==> src/rtl/interboard_link_n_pkg.sv <==
// -----------------------------------------------------------------------------
// interboard_link_n_pkg
//   Shared definitions for the interboard link: TX/RX handshake state
//   encodings, message geometry helpers and the retry back-off length.
// -----------------------------------------------------------------------------
package interboard_link_n_pkg;

  // Idle cycles between a timed-out request and the retry of the same message.
  localparam int BACKOFF_LEN = 16;

  typedef enum logic [1:0] {
    TX_IDLE,
    TX_REQ,
    TX_WAIT_REL,
    TX_BACKOFF
  } tx_state_e;

  typedef enum logic {
    RX_IDLE,
    RX_ACK
  } rx_state_e;

  // Width of a packed {type, number} message.
  function automatic int msg_width(input int type_w, input int num_w);
    return type_w + num_w;
  endfunction

  // Number of bus beats needed to carry msg_w bits over a data_w bus.
  function automatic int beat_count(input int msg_w, input int data_w);
    return (msg_w + data_w - 1) / data_w;
  endfunction

endpackage

==> src/rtl/interboard_link_n_fifo.sv <==
// -----------------------------------------------------------------------------
// link_fifo
//   Synchronous show-ahead FIFO holding outgoing messages. Full and empty are
//   registered; one write and one pop may happen in the same cycle.
//   Ports:
//     clk, rst         - clock, synchronous active-high reset
//     wr_en_i          - push strobe (ignored while full)
//     wr_data_i        - data to push
//     rd_en_i          - pop strobe (ignored while empty)
//     rd_data_o        - current head entry
//     full_o, empty_o  - registered occupancy flags
// -----------------------------------------------------------------------------
module link_fifo #(
  parameter int WIDTH = 8,
  parameter int DEPTH = 4
) (
  input  logic             clk,
  input  logic             rst,
  input  logic             wr_en_i,
  input  logic [WIDTH-1:0] wr_data_i,
  input  logic             rd_en_i,
  output logic [WIDTH-1:0] rd_data_o,
  output logic             full_o,
  output logic             empty_o
);

  localparam int PTR_W = $clog2(DEPTH);
  localparam int CNT_W = $clog2(DEPTH + 1);

  logic [WIDTH-1:0] mem_q [DEPTH];
  logic [PTR_W-1:0] wr_ptr_q, rd_ptr_q;
  logic [CNT_W-1:0] count_q, count_d;
  logic             full_q, empty_q;
  logic             do_wr, do_rd;

  assign do_wr = wr_en_i && !full_q;
  assign do_rd = rd_en_i && !empty_q;

  // NOTE: every signal assigned in an always_comb gets a default at the top of
  // the block, so no path leaves it unassigned and no latch is inferred.
  always_comb begin
    count_d = count_q;
    case ({do_wr, do_rd})
      2'b10:   count_d = count_q + 1'b1;
      2'b01:   count_d = count_q - 1'b1;
      default: count_d = count_q;
    endcase
  end

  // NOTE: the storage array is deliberately left out of reset; only the
  // pointers and flags decide what is valid, so clearing it would just cost
  // a reset fan-out on every entry.
  always_ff @(posedge clk) begin
    if (do_wr) mem_q[wr_ptr_q] <= wr_data_i;
  end

  // NOTE: sequential state is always assigned with <= so every register
  // samples the pre-edge values regardless of statement order.
  always_ff @(posedge clk) begin
    if (rst) begin
      wr_ptr_q <= '0;
      rd_ptr_q <= '0;
      count_q  <= '0;
      full_q   <= 1'b0;
      empty_q  <= 1'b1;
    end else begin
      // Pointers wrap naturally because DEPTH is a power of two.
      if (do_wr) wr_ptr_q <= wr_ptr_q + 1'b1;
      if (do_rd) rd_ptr_q <= rd_ptr_q + 1'b1;
      count_q <= count_d;
      full_q  <= (count_d == CNT_W'(DEPTH));
      empty_q <= (count_d == '0);
    end
  end

  assign rd_data_o = mem_q[rd_ptr_q];
  assign full_o    = full_q;
  assign empty_o   = empty_q;

endmodule

==> src/rtl/interboard_link_n.sv <==
// -----------------------------------------------------------------------------
// interboard_link_n
//   Four-phase request/acknowledge link between boards. Outgoing {type,number}
//   messages are queued, split into DATA_W-bit beats (LS chunk first) and sent
//   with timeout, back-off and bounded retry. Incoming beats are reassembled
//   and delivered as a one-cycle strobe. TX and RX are fully independent.
//   Ports:
//     clk, rst                          - clock, synchronous active-high reset
//     ctrl_en/ctrl_msg_type/ctrl_number - enqueue a message
//     inter_ready                       - TX queue not full
//     Request_out, inter_data_out       - TX request and beat
//     Ack_in                            - remote ack (asynchronous)
//     Request_in, inter_data_in         - remote request (async) and beat
//     Ack_out                           - RX ack
//     interboard_en/_msg_type/_number   - received message strobe and fields
//     interboard_rst                    - strobe when RST_TYPE is received
//     link_error                        - sticky: a message was dropped
// -----------------------------------------------------------------------------
module interboard_link_n
  import interboard_link_n_pkg::*;
#(
  parameter int                DATA_W     = 6,
  parameter int                TYPE_W     = 3,
  parameter int                NUM_W      = 5,
  parameter int                FIFO_DEPTH = 4,
  parameter int                TIMEOUT    = 50000,
  parameter int                MAX_RETRY  = 3,
  parameter logic [TYPE_W-1:0] RST_TYPE   = 3'd7
) (
  input  logic              clk,
  input  logic              rst,
  input  logic              ctrl_en,
  input  logic [TYPE_W-1:0] ctrl_msg_type,
  input  logic [NUM_W-1:0]  ctrl_number,
  output logic              inter_ready,
  output logic              Request_out,
  output logic [DATA_W-1:0] inter_data_out,
  input  logic              Ack_in,
  input  logic              Request_in,
  input  logic [DATA_W-1:0] inter_data_in,
  output logic              Ack_out,
  output logic              interboard_en,
  output logic [TYPE_W-1:0] interboard_msg_type,
  output logic [NUM_W-1:0]  interboard_number,
  output logic              interboard_rst,
  output logic              link_error
);

  localparam int MSG_W   = msg_width(TYPE_W, NUM_W);
  localparam int BEATS   = beat_count(MSG_W, DATA_W);
  localparam int PAD_W   = BEATS * DATA_W;
  localparam int BEAT_W  = $clog2(BEATS + 1);
  localparam int TMO_W   = $clog2(TIMEOUT + 1);
  localparam int RETRY_W = $clog2(MAX_RETRY + 2);
  localparam int BO_W    = $clog2(BACKOFF_LEN);

  // ---------------------------------------------------------------------------
  // TX queue
  // ---------------------------------------------------------------------------
  logic [MSG_W-1:0] fifo_head;
  logic             fifo_full, fifo_empty, fifo_pop;

  link_fifo #(.WIDTH(MSG_W), .DEPTH(FIFO_DEPTH)) u_fifo (
    .clk       (clk),
    .rst       (rst),
    .wr_en_i   (ctrl_en),
    .wr_data_i ({ctrl_msg_type, ctrl_number}),
    .rd_en_i   (fifo_pop),
    .rd_data_o (fifo_head),
    .full_o    (fifo_full),
    .empty_o   (fifo_empty)
  );

  assign inter_ready = !fifo_full;

  // ---------------------------------------------------------------------------
  // Two-flop synchronisers for the asynchronous handshake inputs
  // ---------------------------------------------------------------------------
  logic [1:0] ack_sync_q, req_sync_q;
  logic       ack_s, req_s;

  always_ff @(posedge clk) begin
    if (rst) begin
      ack_sync_q <= '0;
      req_sync_q <= '0;
    end else begin
      ack_sync_q <= {ack_sync_q[0], Ack_in};
      req_sync_q <= {req_sync_q[0], Request_in};
    end
  end

  assign ack_s = ack_sync_q[1];
  assign req_s = req_sync_q[1];

  // ---------------------------------------------------------------------------
  // TX FSM
  // ---------------------------------------------------------------------------
  tx_state_e          tx_state_q, tx_state_d;
  logic [PAD_W-1:0]   tx_msg_q, tx_msg_d;
  logic [DATA_W-1:0]  tx_data_q, tx_data_d;
  logic               tx_req_q, tx_req_d;
  logic [BEAT_W-1:0]  tx_beat_q, tx_beat_d;
  logic [TMO_W-1:0]   tmo_q, tmo_d;
  logic [RETRY_W-1:0] retry_q, retry_d;
  logic [BO_W-1:0]    bo_q, bo_d;
  logic               err_q, err_d;
  logic [PAD_W-1:0]   head_pad;

  // Zero-pads the message so the last beat carries zeros above MSG_W.
  assign head_pad = PAD_W'(fifo_head);

  always_comb begin
    tx_state_d = tx_state_q;
    tx_msg_d   = tx_msg_q;
    tx_data_d  = tx_data_q;
    tx_req_d   = tx_req_q;
    tx_beat_d  = tx_beat_q;
    tmo_d      = tmo_q;
    retry_d    = retry_q;
    bo_d       = bo_q;
    err_d      = err_q;
    fifo_pop   = 1'b0;
    case (tx_state_q)
      TX_IDLE: begin
        if (!fifo_empty) begin
          tx_msg_d   = head_pad;
          tx_data_d  = head_pad[DATA_W-1:0];
          tx_beat_d  = '0;
          retry_d    = '0;
          tmo_d      = '0;
          tx_req_d   = 1'b1;
          tx_state_d = TX_REQ;
        end
      end
      TX_REQ: begin
        if (ack_s) begin
          tx_req_d   = 1'b0;
          tx_state_d = TX_WAIT_REL;
        end else if (tmo_q == TMO_W'(TIMEOUT - 1)) begin
          tx_req_d = 1'b0;
          tmo_d    = '0;
          // This timeout would push the retry count past MAX_RETRY: drop.
          if (retry_q == RETRY_W'(MAX_RETRY)) begin
            fifo_pop   = 1'b1;
            err_d      = 1'b1;
            tx_state_d = TX_IDLE;
          end else begin
            retry_d    = retry_q + 1'b1;
            bo_d       = '0;
            tx_state_d = TX_BACKOFF;
          end
        end else begin
          tmo_d = tmo_q + 1'b1;
        end
      end
      TX_WAIT_REL: begin
        if (!ack_s) begin
          if (tx_beat_q == BEAT_W'(BEATS - 1)) begin
            fifo_pop   = 1'b1;
            tx_state_d = TX_IDLE;
          end else begin
            tx_beat_d  = tx_beat_q + 1'b1;
            // Data changes only here, while Request_out is low.
            tx_data_d  = tx_msg_q[int'(tx_beat_d)*DATA_W +: DATA_W];
            tmo_d      = '0;
            tx_req_d   = 1'b1;
            tx_state_d = TX_REQ;
          end
        end
      end
      TX_BACKOFF: begin
        if (bo_q == BO_W'(BACKOFF_LEN - 1)) begin
          tx_beat_d  = '0;
          tx_data_d  = tx_msg_q[DATA_W-1:0];
          tmo_d      = '0;
          tx_req_d   = 1'b1;
          tx_state_d = TX_REQ;
        end else begin
          bo_d = bo_q + 1'b1;
        end
      end
      default: tx_state_d = TX_IDLE;
    endcase
  end

  always_ff @(posedge clk) begin
    if (rst) begin
      tx_state_q <= TX_IDLE;
      tx_msg_q   <= '0;
      tx_data_q  <= '0;
      tx_req_q   <= 1'b0;
      tx_beat_q  <= '0;
      tmo_q      <= '0;
      retry_q    <= '0;
      bo_q       <= '0;
      err_q      <= 1'b0;
    end else begin
      tx_state_q <= tx_state_d;
      tx_msg_q   <= tx_msg_d;
      tx_data_q  <= tx_data_d;
      tx_req_q   <= tx_req_d;
      tx_beat_q  <= tx_beat_d;
      tmo_q      <= tmo_d;
      retry_q    <= retry_d;
      bo_q       <= bo_d;
      err_q      <= err_d;
    end
  end

  assign Request_out    = tx_req_q;
  assign inter_data_out = tx_data_q;
  assign link_error     = err_q;

  // ---------------------------------------------------------------------------
  // RX FSM
  // ---------------------------------------------------------------------------
  rx_state_e         rx_state_q, rx_state_d;
  logic [MSG_W-1:0]  rx_buf_q, rx_buf_d;
  logic [BEAT_W-1:0] rx_beat_q, rx_beat_d;
  logic              rx_ack_q, rx_ack_d;
  logic              rx_en_q, rx_en_d;
  logic              rx_rst_q, rx_rst_d;
  logic [TYPE_W-1:0] rx_type_q, rx_type_d;
  logic [NUM_W-1:0]  rx_num_q, rx_num_d;
  logic [PAD_W-1:0]  rx_wide;

  always_comb begin
    rx_state_d = rx_state_q;
    rx_buf_d   = rx_buf_q;
    rx_beat_d  = rx_beat_q;
    rx_ack_d   = rx_ack_q;
    rx_en_d    = 1'b0;
    rx_rst_d   = 1'b0;
    rx_type_d  = rx_type_q;
    rx_num_d   = rx_num_q;
    rx_wide    = PAD_W'(rx_buf_q);
    case (rx_state_q)
      RX_IDLE: begin
        // Only reached with the previous request released, so this is the
        // first cycle the synced request is seen high.
        if (req_s) begin
          rx_wide[int'(rx_beat_q)*DATA_W +: DATA_W] = inter_data_in;
          rx_buf_d   = MSG_W'(rx_wide);
          rx_ack_d   = 1'b1;
          rx_state_d = RX_ACK;
        end
      end
      RX_ACK: begin
        if (!req_s) begin
          rx_ack_d   = 1'b0;
          rx_state_d = RX_IDLE;
          if (rx_beat_q == BEAT_W'(BEATS - 1)) begin
            rx_beat_d = '0;
            rx_en_d   = 1'b1;
            rx_type_d = rx_buf_q[MSG_W-1:NUM_W];
            rx_num_d  = rx_buf_q[NUM_W-1:0];
            rx_rst_d  = (rx_buf_q[MSG_W-1:NUM_W] == RST_TYPE);
          end else begin
            rx_beat_d = rx_beat_q + 1'b1;
          end
        end
      end
      default: rx_state_d = RX_IDLE;
    endcase
  end

  always_ff @(posedge clk) begin
    if (rst) begin
      rx_state_q <= RX_IDLE;
      rx_buf_q   <= '0;
      rx_beat_q  <= '0;
      rx_ack_q   <= 1'b0;
      rx_en_q    <= 1'b0;
      rx_rst_q   <= 1'b0;
      rx_type_q  <= '0;
      rx_num_q   <= '0;
    end else begin
      rx_state_q <= rx_state_d;
      rx_buf_q   <= rx_buf_d;
      rx_beat_q  <= rx_beat_d;
      rx_ack_q   <= rx_ack_d;
      rx_en_q    <= rx_en_d;
      rx_rst_q   <= rx_rst_d;
      rx_type_q  <= rx_type_d;
      rx_num_q   <= rx_num_d;
    end
  end

  assign Ack_out             = rx_ack_q;
  assign interboard_en       = rx_en_q;
  assign interboard_rst      = rx_rst_q;
  assign interboard_msg_type = rx_type_q;
  assign interboard_number   = rx_num_q;

endmodule

==> config.mk <==
export PLATFORM = sky130hd
export DESIGN_NAME = interboard_link_n
export DESIGN_NICKNAME = d
export VERILOG_FILES = /design/src/rtl/interboard_link_n_pkg.sv /design/src/rtl/interboard_link_n_fifo.sv /design/src/rtl/interboard_link_n.sv
export SDC_FILE = /design/constraint.sdc
export NUM_CORES = 1
export LEC_CHECK = 0
export BUFFER_PORTS_ARGS = -buffer_cell sky130_fd_sc_hd__buf_2
export CAP_MARGIN = 20
export CORE_UTILIZATION = 37
export DETAILED_ROUTE_END_ITERATION = 10
export HOLD_SLACK_MARGIN = 0.03
export SLEW_MARGIN = 0
export SYNTH_ARGS = -nofsm -noshare
export SYNTH_HDL_FRONTEND = slang
export SYNTH_HIERARCHICAL = 1
export SYNTH_SLANG_ARGS = --single-unit
==> constraint.sdc <==
create_clock -name clk -period 4.74 [get_ports clk]
set_input_delay 0.948 -clock clk [delete_from_list [all_inputs] [get_ports clk]]
set_output_delay 0.948 -clock clk [all_outputs]
set_load 0.02 [all_outputs]
* Word level (Yosys, flattened, before mapping)
Memory sizes are Yosys's and may differ from the RTL's. A register that Yosys moved wholly into a read port is not among the register bits.
Index checks and enable logic that the tools add are counted.
** Cells by class
- Add/sub/neg operators :: 10
- Multiply operators :: 2
- Eq/ne operators :: 23
- Shift-type cells :: 3
- Mux-type cells :: 60
- Bitwise gates (word level) :: 5
- Reductions and logical operators :: 23
** Operators by type and width (number)
- $mux W16 :: 6
- $pmux W16 S4 :: 1
- $neg A5 Y33 :: 1
- $shift A6 B33 Y12 const A :: 1
- $shiftx A6 B33 Y12 :: 1
- $mux W2 :: 13
- $reduce_and A5 Y1 :: 5
- $mux W6 :: 4
- $ne A2 B2 Y1 const B :: 10
- $mux W1 :: 18
- $pmux W6 S3 :: 1
- $add A16 B1 Y16 const B :: 1
- $eq A16 B16 Y1 const B :: 1
- $mux W4 :: 4
- $bwmux W12 :: 1
- $mux W3 :: 4
- $pmux W3 S2 :: 2
- $shiftx A12 B6 Y6 :: 1
- $add A2 B1 Y2 const B :: 4
- $eq A2 B1 Y1 const B :: 4
- $mul A2 B2 Y4 const B :: 2
- $pmux W2 S4 :: 1
- $pmux W4 S2 :: 1
- $reduce_and A2 Y1 :: 4
- 22 further kinds :: 35
** Word-level totals
- Bits in registers :: 78
- Memory bits (writable) :: 32
- Input bits :: 19
- Output and inout bits :: 20
- Logic and storage cells :: 151
- Memories :: 1
** Memory list
- u_fifo.mem_q :: words 4, width 8, read ports 1, clocked after Yosys merged registers in 1, write ports 1, line interboard_link_n_fifo.sv:30 : logic [WIDTH-1:0] mem_q [DEPTH];

* Logic depth before layout (Yosys ltp)
Gate-level depths: netlist of run 1.
- Depth after elaboration :: 9
- Depth in mapped cells :: 13
- Gate-level depth less buffers :: 12

* By module
Netlist of run 1, hierarchy kept.
** By module, submodules not included
- interboard_link_n :: times used 1, cells an instance 399, area an instance 3387.0 sq um, seq. area each 1381.3 sq um
- link_fifo :: times used 1, cells an instance 100, area an instance 1694.1 sq um, seq. area each 1181.1 sq um

* Worst setup path before layout of run 1
Ideal clock, no wire load.
- Kind :: reg-to-reg
- From :: reg tmo_q[10]
- To :: reg u_fifo.full_q, in the netlist u_fifo/full_o
- Setup time :: 0.079 ns
- Arrival time :: 3.386 ns
- Required time :: 4.661 ns
- Setup slack :: 1.274 ns
- Stages on the path, launching flop included :: 14
- Path buffers :: 2
- Period minus slack after synthesis :: 3.466 ns
- Path through :: dfxtp_1 -> buf_2 -> or4b_4 -> nor4_4 -> buf_2 -> a32oi_1 -> nor3b_1 -> nor2b_1 -> ha_1 -> inv_1 -> fa_1 -> xor2_1 -> or3_4 -> a211oi_2
** On the way
- Word-level cells in the longest chain between the ends :: 8
- Elaborated cells between the ends (all ways) :: 9
- Classes of those cells :: eq/ne: 4; mux: 4; reduce/logical: 1
** Ends and longest elaborated chain
- from (decl) :: line interboard_link_n.sv:103 : logic [TMO_W-1:0] tmo_q, tmo_d;
- from (signal assigned) :: line interboard_link_n.sv:203 : tmo_q <= tmo_d;
- $eq A16 B16 Y1 * :: line interboard_link_n.sv:139 : end else if (tmo_q == TMO_W'(TIMEOUT - 1)) begin
- $mux W1 * :: line interboard_link_n.sv:139
- $mux W1 * :: line interboard_link_n.sv:136 : if (ack_s) begin
- $pmux W1 S2 * :: line interboard_link_n.sv:123 : case (tx_state_q)
- named net fifo_pop :: line interboard_link_n.sv:61 : logic fifo_full, fifo_empty, fifo_pop;
- $logic_and A1 B1 Y1 * :: line interboard_link_n_fifo.sv:37 : assign do_rd = rd_en_i && !empty_q;
- $eq A2 B1 Y1 or $eq A2 B2 Y1 (tied branches) :: line interboard_link_n_fifo.sv:43 : case ({do_wr, do_rd})
- $pmux W3 S2 * :: line interboard_link_n_fifo.sv:43
- $eq A3 B3 Y1 * :: line interboard_link_n_fifo.sv:71 : full_q <= (count_d == CNT_W'(DEPTH));
- to (signal assigned) :: line interboard_link_n_fifo.sv:71
- to (decl) :: line interboard_link_n_fifo.sv:33 : logic full_q, empty_q;
The timed path passes the listed nets; every way through them passes the cells marked *.
A chain may end at the register's enable or synchronous reset.

* Worst setup path after layout of run 1
- From :: reg tmo_q[0]
- To :: reg u_fifo.full_q, in the netlist u_fifo/full_o
The elaborated chain is that of the path after synthesis.

==> flow_summary.toml, run 1 <==
[sta]
hold_ws_ns = 0.442
setup_viol = 0
fmax_ghz = 0.268
clock-skew-final_ns = 0.00828
rsz0062_at_grt = "false"
post-route-min-period_ns = 3.74
worst_slew_margin_rel_pct = 33.6
tns_ns = 0
hold_viol_final = 0
final_max_slew_viol_count = 0
worstMarginPinSlew_ns = 0.995
fin_crit_sh_pct = 78.8

[global_route]
grt_pass1_wl_um = 17400
grt_pass1_vias = 3679
grt_max_degree = 43
grtUsageTotal_pct = 15.2
antenna_found_initial = 0
overflow = 0

[worst_setup_path]
cpMaxStageDelayCell = "dfxtp_1"
path_delay_family = "simple AND/OR/NAND/NOR gates"
crit_fanout = 14
required_ns = 5.01
worstPathCellList = "ha_1 -> nand3_1 -> nor4_4 -> buf_4 -> a32oi_1 -> nor3b_1 -> nor2b_1 -> ha_1 -> inv_1 -> fa_1 -> xor2_1 -> or3_4 -> a211oi_2"
critPathCaptureType = "flip-flop"
critPathKind = "flip-flop to flip-flop"
crit_path_frequent_cell = "ha_1"
cp.arrival_ns = 4.00
slowest_delay_ns = 0.41
worst-path-buf-inv = 2
cp-start-kind = "flip-flop"

[routing]
dr.pass1.iters = 4
detail_route.wl_per_cell_um = 14.6
ant_nets = 0
drc = 0
vias = 3798
first_iter_violations = 283
routed_wl_um = 10300
via_per_inst = 5.38

[cells_and_area]
mostFrequentLayoutCell = "dfxtp_1"
final_area_mm2 = 0.00571
layout-drive-gt1-share_pct = 14.5
final_util_pct = 42.9
diodes = 0
areaGrowthSynthToFinish_pct = 12.3
layout.nets = 567
final_cell_mix = "dfxtp_1, nor2_1, buf_2"

[synth]
yosysWarnings = 6
synth_area_mm2 = 0.00508
synth_edf_count = 32
syn-instance-count = 499
synthesis.nets = 541
synth_ff_type = "dfxtp_1"
ys_types = 62
synth-seq-cells = 112
avgSynthCellArea_um2 = 10.2
synth_seq_area_share_pct = 50.4
async_flop_share_pct = 0

[clocking]
clk_pin_slew_worst_paths_ns = 0.08
clock_sinks = 112
cts.repair.resized = 0
htreeDepth = 3
ctsRootBufferMaster = "clkbuf_16"
cts-hold-fix-buffers = 0
clockBufferDepth = 2
cts_tree = "done"
clkLatencyLatePin_ns = 0.35
cts_setup_buffers = 0
cts_inserted_buffers = 9

[floorplan]
core.rowCount = 42
fp.dieArea_mm2 = 0.0142
fp.dieW_um = 119
fp.dieH_um = 119
ios = 39
core_area_mm2 = 0.0133
initial_core_util_pct = 38.2

[place]
dp_hpwl_um = 7170
port_buffers = 38
gp_congestion = 0.841
placed_area_mm2 = 0.00541

[pwr]
p_total_mw = 2.20
p_per_area_mw_per_mm2 = 385
peakVddDrop_v = 0.000234
leakage_nw = 2.01

[status]
run_status = "complete, no violations"

[worst_hold_path]
worst_hold_path_type = "flip-flop to flip-flop"

[flow_run]
drv.max_cap_violation_count = 0
-- registers in the layout (all words and copies together) (netlist names), 3 cells and up, named ones only --
register             cells
interboard_number        5
rx_buf_q                 8
interboard_msg_type      3
tmo_q                   16
inter_data_out           6
u_fifo/mem_q            32
tx_msg_q                 8
retry_q                  3
u_fifo/count_q           3
bo_q                     4
-- final timing paths --
| kind | from | endpoint | slack [ns] | cells past startpoint |
|---|---|---|---|---|
| max | tmo_q[0]$_SDFFE_PP0P_ | u_fifo/full_o$_SDFF_PP0_ | 1.00 | 13 |
| min | req_sync_q[0]$_SDFF_PP0_ | req_sync_q[1]$_SDFF_PP0_ | 0.44 | 1 |
| max reg2reg | tmo_q[0]$_SDFFE_PP0P_ | u_fifo/full_o$_SDFF_PP0_ | 1.00 | 13 |
| min reg2reg | req_sync_q[0]$_SDFF_PP0_ | req_sync_q[1]$_SDFF_PP0_ | 0.44 | 1 |
-- power by group --
group / switching (mW) / leakage [nW] / total, mW / internal [mW]
combinational: 0.236 / 0.918 / 0.376 / 0.139
sequential: 0.0307 / 0.944 / 1.07 / 1.04
clock: 0.378 / 0.147 / 0.754 / 0.376
-- per-stage QoR --
stage	worst slack [ns]	cells
2_1_floorplan	1.27	499
3_3_place_gp	1.19	690
3_5_place_dp	1.04	690
4_1_cts	1.00	706
5_1_grt	0.751	706
6_report	1.00	706
-- Yosys cell counts (2+ instances only) --
library cell / n / share of area, %
dfxtp_1: 80 / 32
nor2_1: 55 / 4.1
edfxtp_1: 32 / 19
nand2_1: 31 / 2.3
a21oi_1: 26 / 2.6
inv_1: 23 / 1.7
ha_1: 22 / 5.4
o21ai_0: 21 / 2.1
clkbuf_1: 19 / 1.4
nand3_1: 17 / 1.7
nor3_1: 15 / 1.5
a22oi_1: 13 / 1.9
mux2i_1: 13 / 2.6
nor2b_1: 11 / 1.4
mux4_2: 8 / 3.5
a211oi_1: 7 / 1.0
nor4_1: 7 / 0.86
o31ai_1: 7 / 1.0
and2_1: 6 / 0.74
buf_2: 6 / 0.59
nand2b_1: 5 / 0.62
nand4b_1: 5 / 0.86
a22o_1: 4 / 0.69
a31oi_1: 4 / 0.49
nand3b_1: 4 / 0.59
nand4_1: 4 / 0.49
nor3b_1: 4 / 0.59
and3_1: 3 / 0.37
o21ai_1: 3 / 0.30
or3_1: 3 / 0.37
xor2_1: 3 / 0.52
a311oi_1: 2 / 0.34
buf_1: 2 / 0.15
mux2_2: 2 / 0.44
o21a_1: 2 / 0.30
o221ai_1: 2 / 0.34
or4_1: 2 / 0.30
xnor2_1: 2 / 0.34
-- metal layers --
metal  global-route usage (%)  part of all wire, %  wire length, µm  up-vias
li1                         -                    -                -     1866
met1                     18.9                   46             4740     1833
met2                     25.8                   48             4960       85
met3                     3.45                  4.2              433       14
met4                     5.06                  1.5              150        0
met5                        0                    0                0        -
-- final cells by class --
cell class / count / area (µm²)
fill: 1259 / 7590
sequential: 112 / 2560
multi-input combinational: 337 / 2320
clock buffer: 9 / 225
timing repair buffer: 42 / 220
tap: 176 / 220
inverter: 23 / 86.3
clock inverter: 7 / 68.8
-- cells by family after synthesis --
group | after synthesis | share of synthesized area [%]
muxes | 23 | 6.55
buffers and inverters | 50 | 3.84
and+or+nand+nor | 181 | 18.6
DFF | 112 | 50.4
xor gates and xnor gates | 5 | 0.862
AOI/OAI and AO/OA | 105 | 13.9
adders and majority gates | 23 | 5.81
Note: power is estimated with default switching activity, not from simulation.
==> inputs of run 2 (changes only) <==
==> constraint.sdc (replaced) <==
create_clock -name clk -period 3.74 [get_ports clk]
set_input_delay 0.748 -clock clk [delete_from_list [all_inputs] [get_ports clk]]
set_output_delay 0.748 -clock clk [all_outputs]
set_load 0.02 [all_outputs]
==> flow_summary.toml, run 2 (synthesis gave the netlist of run 1 again) <==
[sta]
post-route-min-period_ns = 3.49
hold_ws_ns = 0.450
hold_viol_final = 0
fin_crit_sh_pct = 93.4
setup_viol = 0
worstMarginPinSlew_ns = 0.923
worst_slew_margin_rel_pct = 38.4
setup_slack_ns = 0.247
fmax_ghz = 0.286
tns_ns = 0
clock-skew-final_ns = 0.00663
final_max_slew_viol_count = 0
rsz0062_at_grt = "false"

[floorplan]
initial_core_util_pct = 38.2
ios = 39
fp.dieH_um = 119
core.rowCount = 42
fp.dieW_um = 119
fp.dieArea_mm2 = 0.0142
core_area_mm2 = 0.0133

[cells_and_area]
areaGrowthSynthToFinish_pct = 12.1
ff_latch_area_mm2 = 0.00256
fin_cells = 708
mostFrequentLayoutCell = "dfxtp_1"
multi_input_area_mm2 = 0.00232
final_area_mm2 = 0.00570
largest_reg_flops = 32
final_cell_mix = "dfxtp_1, nor2_1, buf_2"
diodes = 0
largest_registers = "u_fifo/mem_q: 32 flops, tmo_q: 16 flops"
final_util_pct = 42.9
fillers = 1264
layout-drive-gt1-share_pct = 14.7
largest_register = "u_fifo/mem_q"
layout.nets = 569

[clocking]
cts_setup_buffers = 0
cts-hold-fix-buffers = 0
clk_pin_slew_worst_paths_ns = 0.07
cts_tree = "done"
cts_inserted_buffers = 9
clkLatencyLatePin_ns = 0.36
clock_sinks = 112
clockBufferDepth = 2
cts.repair.resized = 0
ctsRootBufferMaster = "clkbuf_16"
htreeDepth = 3

[routing]
detail_route.wl_per_cell_um = 14.5
highest_layer = "met4"
ant_nets = 0
drc = 0
dr.pass1.iters = 4
via_per_inst = 5.28
vias = 3735
wl_met2_um = 4930
first_iter_violations = 245
dr_wl_met3_um = 462
routed_wl_um = 10300
met1_length_um = 4700

[global_route]
antenna_found_initial = 0
grt_pass1_wl_um = 17800
grt_pass1_vias = 3748
grt_max_degree = 41
grtUsageTotal_pct = 15.7
overflow = 0

[pwr]
p_per_area_mw_per_mm2 = 478
p_total_mw = 2.72
leakage_nw = 2.01
peakVddDrop_v = 0.000374

[place]
port_buffers = 38
place_ws_ns = 0.268
gp_congestion = 0.797
placed_area_mm2 = 0.00543
placed_cells = 692
dp_hpwl_um = 7210

[worst_setup_path]
cp-start-kind = "flip-flop"
critPathCaptureType = "flip-flop"
critPathKind = "flip-flop to flip-flop"
required_ns = 4.01
ff2ff_path_depth = 11
crit_fanout = 6
cp.arrival_ns = 3.77

[worst_hold_path]
whs_path_depth = 2
worst_hold_path_type = "flip-flop to flip-flop"

[flow_run]
drv.max_cap_violation_count = 0

[status]
run_status = "complete, no violations"
## run 2: layer usage
layer,vias to the layer above,GRT usage [%]
li1,1866,-
met1,1783,19.0
met2,70,26.3
met3,16,4.45
met4,0,6.25
met5,-,0
## run 2: area by class of cell
type | instances | share of cell area (%)
Clock inverter | 6 | 0.725
Inverter | 23 | 1.52
Timing Repair Buffer | 44 | 4.13
Tap cell | 176 | 3.86
Clock buffer | 10 | 4.02
Multi-Input combinational cell | 337 | 40.8
Sequential cell | 112 | 45.0
## run 2: path summary, 6_finish.rpt
kind                                start                  endpoint  slack [ns]
setup / recovery   tmo_q[12]$_SDFFE_PP0P_  u_fifo/full_o$_SDFF_PP0_        0.25
hold / removal    link_error$_SDFFE_PP0P_   link_error$_SDFFE_PP0P_        0.45
setup reg to reg   tmo_q[12]$_SDFFE_PP0P_  u_fifo/full_o$_SDFF_PP0_        0.25
hold reg to reg   link_error$_SDFFE_PP0P_   link_error$_SDFFE_PP0P_        0.45
## run 2: worst max-delay path, cell delays in order (launching register included)
cell and delay (ns):
dfxtp_1 0.35, or4b_1 0.56, nor4_4 0.33, a32oi_1 0.14, nor3b_1 0.28, nor2b_1 0.28, ha_1 0.22, inv_1 0.07
fa_1 0.40, xor2_1 0.20, or3_4 0.35, a211oi_2 0.22
## run 2: power by group
| part | switching, mW | internal, mW | total, mW |
|---|---|---|---|
| Clock | 0.434 | 0.456 | 0.890 |
| Combinational | 0.298 | 0.180 | 0.478 |
| Sequential | 0.0374 | 1.32 | 1.36 |
